--- src/rtl/wb_pkg.sv ---
// wb_pkg: shared owner/state encoding, Wishbone CTI codes and a constant clog2 helper
package wb_pkg;
  typedef enum logic [1:0] {OWN_NONE = 2'b00, OWN_I = 2'b01, OWN_D = 2'b10} owner_t;
  localparam logic [2:0] CLASSIC = 3'b000;
  localparam logic [2:0] INCR = 3'b010;
  localparam logic [2:0] EOB = 3'b111;
  function automatic int clog2(input int v);
    int r;
    r = 0;
    while ((1 << r) < v) r++;
    return r;
  endfunction
endpackage

--- src/rtl/wb_timeout_wdt.sv ---
// wb_timeout_wdt: counts unacknowledged strobe cycles and fires when TIMEOUT is reached
module wb_timeout_wdt
  import wb_pkg::*;
#(
  parameter int TIMEOUT = 255
) (
  input  logic clk,
  input  logic reset_n,
  input  logic active,
  input  logic ack,
  input  logic err,
  input  logic clear,
  output logic fire
);
  localparam int CW = clog2(TIMEOUT + 1) > 0 ? clog2(TIMEOUT + 1) : 1;
  logic [CW-1:0] cnt;
  // a slave response on the limit cycle wins over the forced error
  assign fire = (TIMEOUT > 0) && active && !ack && !err && cnt == CW'(TIMEOUT);
  always_ff @(posedge clk or negedge reset_n)
    if (!reset_n) cnt <= '0;
    else cnt <= (clear || fire || !active || ack || err) ? '0 : (&cnt) ? cnt : cnt + 1'b1;
endmodule

--- src/rtl/wb_arbiter_2m.sv ---
// wb_arbiter_2m: round-robin arbiter sharing one Wishbone slave between iBus and dBus, with watchdog
module wb_arbiter_2m
  import wb_pkg::*;
#(
  parameter int ADR_W = 30,
  parameter int DAT_W = 32,
  parameter int TIMEOUT = 255
) (
  input  logic               clk,
  input  logic               reset_n,
  input  logic               ibus_cyc,
  input  logic               ibus_stb,
  input  logic               ibus_we,
  input  logic [ADR_W-1:0]   ibus_adr,
  input  logic [DAT_W-1:0]   ibus_dat_mosi,
  input  logic [DAT_W/8-1:0] ibus_sel,
  input  logic [2:0]         ibus_cti,
  input  logic [1:0]         ibus_bte,
  output logic               ibus_ack,
  output logic               ibus_err,
  output logic [DAT_W-1:0]   ibus_dat_miso,
  input  logic               dbus_cyc,
  input  logic               dbus_stb,
  input  logic               dbus_we,
  input  logic [ADR_W-1:0]   dbus_adr,
  input  logic [DAT_W-1:0]   dbus_dat_mosi,
  input  logic [DAT_W/8-1:0] dbus_sel,
  input  logic [2:0]         dbus_cti,
  input  logic [1:0]         dbus_bte,
  output logic               dbus_ack,
  output logic               dbus_err,
  output logic [DAT_W-1:0]   dbus_dat_miso,
  output logic               slv_cyc,
  output logic               slv_stb,
  output logic               slv_we,
  output logic [ADR_W-1:0]   slv_adr,
  output logic [DAT_W-1:0]   slv_dat_mosi,
  output logic [DAT_W/8-1:0] slv_sel,
  output logic [2:0]         slv_cti,
  output logic [1:0]         slv_bte,
  input  logic               slv_ack,
  input  logic               slv_err,
  input  logic [DAT_W-1:0]   slv_dat_miso,
  output logic [1:0]         grant,
  output logic               timeout_evt
);
  owner_t state, state_nx;
  logic last_d, gi, gd, stb_raw, fire;
  always_ff @(posedge clk or negedge reset_n)
    if (!reset_n) begin
      state <= OWN_NONE;
      last_d <= 1'b1;
    end else begin
      state <= state_nx;
      if (state == OWN_I && !ibus_cyc) last_d <= 1'b0;
      else if (state == OWN_D && !dbus_cyc) last_d <= 1'b1;
    end
  // ownership lasts for the whole CYC; release hands over directly when the other master waits
  always_comb begin
    state_nx = state;
    if (state == OWN_I) state_nx = ibus_cyc ? OWN_I : dbus_cyc ? OWN_D : OWN_NONE;
    else if (state == OWN_D) state_nx = dbus_cyc ? OWN_D : ibus_cyc ? OWN_I : OWN_NONE;
    else state_nx = (ibus_cyc && (!dbus_cyc || last_d)) ? OWN_I : dbus_cyc ? OWN_D : OWN_NONE;
  end
  assign grant = state;
  assign gi = state == OWN_I;
  assign gd = state == OWN_D;
  assign slv_cyc = gi ? ibus_cyc : gd & dbus_cyc;
  assign stb_raw = gi ? ibus_stb : gd & dbus_stb;
  assign slv_stb = stb_raw & !fire;
  assign slv_we = gi ? ibus_we : gd & dbus_we;
  assign slv_adr = gi ? ibus_adr : gd ? dbus_adr : '0;
  assign slv_dat_mosi = gi ? ibus_dat_mosi : gd ? dbus_dat_mosi : '0;
  assign slv_sel = gi ? ibus_sel : gd ? dbus_sel : '0;
  assign slv_cti = gi ? ibus_cti : gd ? dbus_cti : '0;
  assign slv_bte = gi ? ibus_bte : gd ? dbus_bte : '0;
  assign ibus_ack = gi & slv_ack;
  assign dbus_ack = gd & slv_ack;
  assign ibus_err = gi & (slv_err | fire);
  assign dbus_err = gd & (slv_err | fire);
  assign ibus_dat_miso = slv_dat_miso;
  assign dbus_dat_miso = slv_dat_miso;
  assign timeout_evt = fire;
  wb_timeout_wdt #(.TIMEOUT(TIMEOUT)) u_wdt (
    .clk(clk),
    .reset_n(reset_n),
    .active(slv_cyc & stb_raw),
    .ack(slv_ack),
    .err(slv_err),
    .clear(state_nx != state),
    .fire(fire)
  );
endmodule

--- config.mk ---
export PLATFORM = sky130hd
export DESIGN_NAME = wb_arbiter_2m
export DESIGN_NICKNAME = d
export VERILOG_FILES = /design/src/rtl/wb_pkg.sv /design/src/rtl/wb_timeout_wdt.sv /design/src/rtl/wb_arbiter_2m.sv
export SDC_FILE = /design/constraint.sdc
export NUM_CORES = 1
export LEC_CHECK = 0
export ABC_AREA = 0
export BUFFER_PORTS_ARGS = -buffer_cell sky130_fd_sc_hd__buf_4
export CORE_AREA = 2 2 127 129
export CTS_CLUSTER_SIZE = 10
export DETAILED_ROUTE_END_ITERATION = 16
export DIE_AREA = 0 0 129 131
export PLACE_DENSITY = 0.44
export SKIP_LAST_GASP = 1
export SLEW_MARGIN = 30
export SYNTH_ARGS = -nofsm -noshare
export SYNTH_HDL_FRONTEND = slang
export SYNTH_SLANG_ARGS = --single-unit
--- constraint.sdc ---
create_clock -name clk -period 2.75 [get_ports clk]
set_input_delay 0.4125 -clock clk [delete_from_list [all_inputs] [get_ports clk]]
set_output_delay 0.4125 -clock clk [all_outputs]
set_load 0.02 [all_outputs]
== Word-level counts from Yosys, hierarchy flattened ==
Index checks and enable logic that the tools add are counted.
Cells by class
  bitwise logic cells: 10
  reductions and logical operators: 19
  mux-type cells: 24
  add/sub/neg operators: 1
  eq/ne operators: 5
Operator list (number)
  32-bit two-way mux: 2
  30-bit two-way mux: 2
  2-bit two-way mux: 8
  8-bit two-way mux: 2
  1-bit AND: 9
  8-bit by 1-bit adder with 8-bit output, second input constant: 1
  8-bit equality test, second input constant: 1
  4-bit two-way mux: 2
  8-bit AND reduction: 1
  1-bit logical AND: 6
  1-bit zero test: 6
  1-bit two-way mux: 6
  3-bit two-way mux: 2
  1-bit logical OR: 5
  2-bit by 1-bit equality test with 1-bit output, second input constant: 1
  2-bit equality test, second input constant: 1
  2-bit by 1-bit inequality test with 1-bit output, second input constant: 1
  2-bit inequality test: 1
  2-bit nonzero test: 1
  1-bit bitwise OR: 1
Storage, ports and cells
  word-level logic and storage cells: 62
  output and inout bits: 145
  input bits: 184
  flip-flop bits (word level): 11

== Logic depth before layout (Yosys ltp) ==
  depth in word-level cells: 12
  mapped depth: 5
  depth with buffers taken out: 4

== Modules after synthesis ==
From an unflattened synthesis, not the netlist that was laid out.
Unflattened totals
  cell total of the unflattened synthesis: 224
  area total of the unflattened synthesis: 1874.3 µm²
Modules (own cells, without submodules)
  wb_arbiter_2m: area an instance 1456.4 µm², cells each 181, sequential area each 76.3 µm², instances 1
  wb_timeout_wdt: area an instance 417.9 µm², cells each 43, sequential area each 200.2 µm², instances 1

== Least setup slack after synthesis ==
Ideal clock, no wire load.
  path kind: register to output
  start point: register state[1], in the netlist grant[1]
  end point: output dbus_err
  data required time: 2.338 ns
  path buffers: 0
  data arrival time: 1.598 ns
  setup slack: 0.740 ns
  cell stages (with the launch flop): 4
  cell sequence: dfrtp_1 and3b_1 a32oi_4 o31ai_1
Between the ends
  word-level cells in the longest chain between the ends: 9
RTL lines
  start: declaration: RTL line wb_arbiter_2m.sv:47  | owner_t state, state_nx;
  start signal: assignment: RTL line wb_arbiter_2m.sv:54  | state <= state_nx;
  2-bit equality test: RTL line wb_arbiter_2m.sv:67  | assign gd = state == OWN_D;
  1-bit AND, on equally long branches: RTL line wb_arbiter_2m.sv:68, wb_arbiter_2m.sv:69
  1-bit two-way mux, on equally long branches: RTL line wb_arbiter_2m.sv:68, wb_arbiter_2m.sv:69
  1-bit AND: RTL line wb_arbiter_2m.sv:87  | .active(slv_cyc & stb_raw),
  1-bit logical AND (3 in a row): RTL line wb_timeout_wdt.sv:18  | assign fire = (TIMEOUT > 0) && active && !ack && !err && cnt == CW'(TIMEOUT);
  1-bit bitwise OR: RTL line wb_arbiter_2m.sv:80  | assign dbus_err = gd & (slv_err | fire);
  1-bit AND (*): RTL line wb_arbiter_2m.sv:80
  end: declaration: RTL line wb_arbiter_2m.sv:31  | output logic dbus_err,
Every way passes the cells marked *; elsewhere a longest branch is shown, timed or not.

== Worst setup path in the final report ==
  start point: register state[1], in the netlist grant[1]
  end point: output slv_stb
Between the ends
  word-level cells in the longest chain between the ends: 9
RTL lines
  2-bit equality test: RTL line wb_arbiter_2m.sv:67
  1-bit AND, on equally long branches: RTL line wb_arbiter_2m.sv:68, wb_arbiter_2m.sv:69
  1-bit two-way mux, on equally long branches: RTL line wb_arbiter_2m.sv:68, wb_arbiter_2m.sv:69
  1-bit AND: RTL line wb_arbiter_2m.sv:87
  1-bit logical AND (3 in a row): RTL line wb_timeout_wdt.sv:18
  1-bit zero test: RTL line wb_arbiter_2m.sv:70  | assign slv_stb = stb_raw & !fire;
  1-bit AND (*): RTL line wb_arbiter_2m.sv:70
  end: declaration: RTL line wb_arbiter_2m.sv:34  | output logic slv_stb,
Marked as above.

==> impl_metrics.yaml <==
outcome:
  status: "complete, but fails checks"
  violations: "negative hold slack"
pwr:
  total_leakage_power_nw: 1.75
  pwr_density_cell_nw_per_um2: 380
  max-vdd-ir-drop_mv: 0.145
  totalPowerFinal_mw: 1.30
setup_path:
  cp_slowest_cell: "dfrtp_1"
  cpPeakStageDelay_ps: 540
  cp_max_fo: 65
  start_kind: "flop"
  cp.required_ps: 2340
  end_kind: "output port"
  crit_type: "reg2out"
  crit_chain: "nor2b_4 -> buf_12 -> a22oi_1 -> a21oi_1 -> buf_4"
  rrSetupSlack_ps: 1120
  arrival_ps: 1980
  worstReg2RegStart: "grant[0]$_DFF_PN0_"
  cp-startpoint: "grant[1]$_DFF_PN0_"
final_layout:
  diodes: 0
  postLayoutCoreUtil_pct: 22.0
  areaGrowthSynthToFinish_pct: 87.6
  final_cell_mix: "233 x buf_4, 72 x a22o_1, 10 x dfrtp_1"
  mostFrequentLayoutCell: "buf_4"
  drive_gt1_share_pct: 65.4
  final_cells: 592
  fin_nets: 562
placed_design:
  port_buffers: 232
  dp_hpwl_mm: 7.57
  gp_congestion: 0.750
  placed_cells: 588
clock_network:
  hold_buffers: 0
  clock_latency_ps: 240
  root_buffer: "clkbuf_16"
  postCtsSetupRepairBufs: 0
  cts_buffers: 3
  cts_tree: "done"
  clock-sinks: 11
  clockBufferDepth: 2
  htree_levels: 1
  cts_resized: 0
  clkSlewWorstSetupHoldPaths_ps: 40
synthesis:
  netlist-cell-type-count: 36
  yosys_warnings: 0
  syn_inst: 217
  ys_ff_latch: 11
  postSynthAreaPerCell_um2: 8.41
  syn-num-nets: 402
  syn_area_um2: 1830
  seq_area_frac_synth_pct: 15.1
timing:
  finalHoldViolations: 1
  slew-limit-headroom_pct: 69.8
  holdWs_ps: -0.150
  finalCritPeriodShare_pct: 87.0
  worst_slew_pin_slew_ps: 452
  rsz0062_at_grt: "false"
  finClkSkew_ps: 2.17
  period_minus_slack_ps: 2390
  clock.fmax_mhz: 418
  setup_tns_ps: 0
  setup_viol: 0
  final_max_slew_viol_count: 0
job:
  maxCapViolCount: 0
global_routing:
  first_global_vias: 2117
  grt_usage_pct: 8.98
  grt.overflow.total: 0
  antenna_found_initial: 0
  grt_max_degree: 67
  grt_pass1_wl_mm: 11.9
floorplan:
  start_util_pct: 11.7
  dieHeight_um: 131
  row_count: 46
  dieArea_um2: 16900
  die_w_um: 129
  io_pins: 329
  core-area_um2: 15600
route:
  final_antenna_net_count: 0
  dr.pass1.iters: 4
  wl_per_cell_um: 15.6
  drc: 0
  routed_wl_mm: 9.22
  via_per_inst: 3.93
  vias: 2324
  drt_iter0_drc: 71
hold_path:
  hp-class: "in2async"
[registers in the layout (all words and copies together), names as in the netlist]
register   cells
u_wdt.cnt      8
last_d         1
grant          2
[critical path: cells and delay by family, from the launching register on]
| family | cells | cell delay, ps |
|---|---|---|
| simple gates | 1 | 390 |
| buf+inv | 2 | 450 |
| flops | 1 | 540 |
| compound gates | 2 | 280 |
[logic make-up after synthesis]
family	after synthesis	share of synthesized area, %
fa+ha+maj	1	0.685
xor+xnor	3	1.44
simple gates	29	9.05
buf+inv	83	31.0
flops	11	15.1
compound gates	90	42.7
[path summary, 6_finish.rpt]
kind                                             to  depth (start not counted)
setup / recovery                            slv_stb                          5
hold / removal             u_wdt.cnt[3]$_DFFE_PN0P_                          1
setup reg to reg                 grant[1]$_DFF_PN0_                          4
hold reg to reg            u_wdt.cnt[0]$_DFFE_PN0P_                          1
max in group asynchronous        last_d$_DFFE_PN1P_                          1
min in group clk                 grant[0]$_DFF_PN0_                          2
[cells in the mapped netlist]
master    instances  area share, %
a32o_1            1           0.55
nand2_2           1           0.34
a211oi_1          1           0.41
dfstp_2           1            1.4
and3_1            1           0.34
ha_1              1           0.69
xnor2_1           1           0.48
or2_1             1           0.34
xor2_1            2           0.96
nand2_1           4           0.82
nand3_1           3           0.82
a22oi_1           1           0.41
a21oi_1           5            1.4
a32oi_4           1            1.5
o21ai_1           1           0.27
nand2b_1          1           0.34
a211oi_2          1           0.69
and3b_1           2           0.96
nor2b_1           2           0.69
o21ai_0           3           0.82
buf_1             2           0.41
nor2_1            4           0.82
nor3b_1           1           0.41
and2_1            2           0.69
nor3_1            3           0.82
o41ai_2           1           0.89
or4_4             1           0.62
buf_4            64             26
o21a_1            1           0.41
inv_1             3           0.62
dfrtp_1          10             14
buf_2            11            3.0
clkbuf_1          3           0.62
o31ai_1           2           0.82
a22o_1           72             35
or3_1             3            1.0
[power by group]
part	switching, mW	internal [mW]
Clock	0.0718	0.195
Sequential	0.0121	0.172
Combinational	0.424	0.425
[routing by layer]
| metal | wire (um) | up-vias | GRT usage (%) | part of all wire [%] |
|---|---|---|---|---|
| met5 | 0 | - | 0 | 0 |
| met2 | 4600 | 151 | 15.5 | 50 |
| li1 | - | 1078 | - | - |
| met3 | 974 | 22 | 2.16 | 11 |
| met1 | 3480 | 1073 | 11.0 | 38 |
| met4 | 161 | 0 | 2.81 | 1.7 |
[cell type report]
cell class                      instances  area [um2]
Sequential cell                        11         277
Fill cell                            1732       12200
Clock buffer                            4        78.8
Tap cell                              216         270
Inverter                                3        11.3
Timing Repair Buffer                  235        1790
Multi-Input combinational cell        123         998
[per-stage QoR]
step | worst slack (ps) | instance area [um2] | hold WS [ps]
after global placement | 651 | 3350 | 253
after global routing | 224 | 3420 | 12.0
after floorplan | 740 | 1830 | 117
after detailed placement | 607 | 3350 | 257
final | 357 | 3420 | -0.150
after CTS | 346 | 3420 | 5.44
Power figures use the tool's default switching activity.
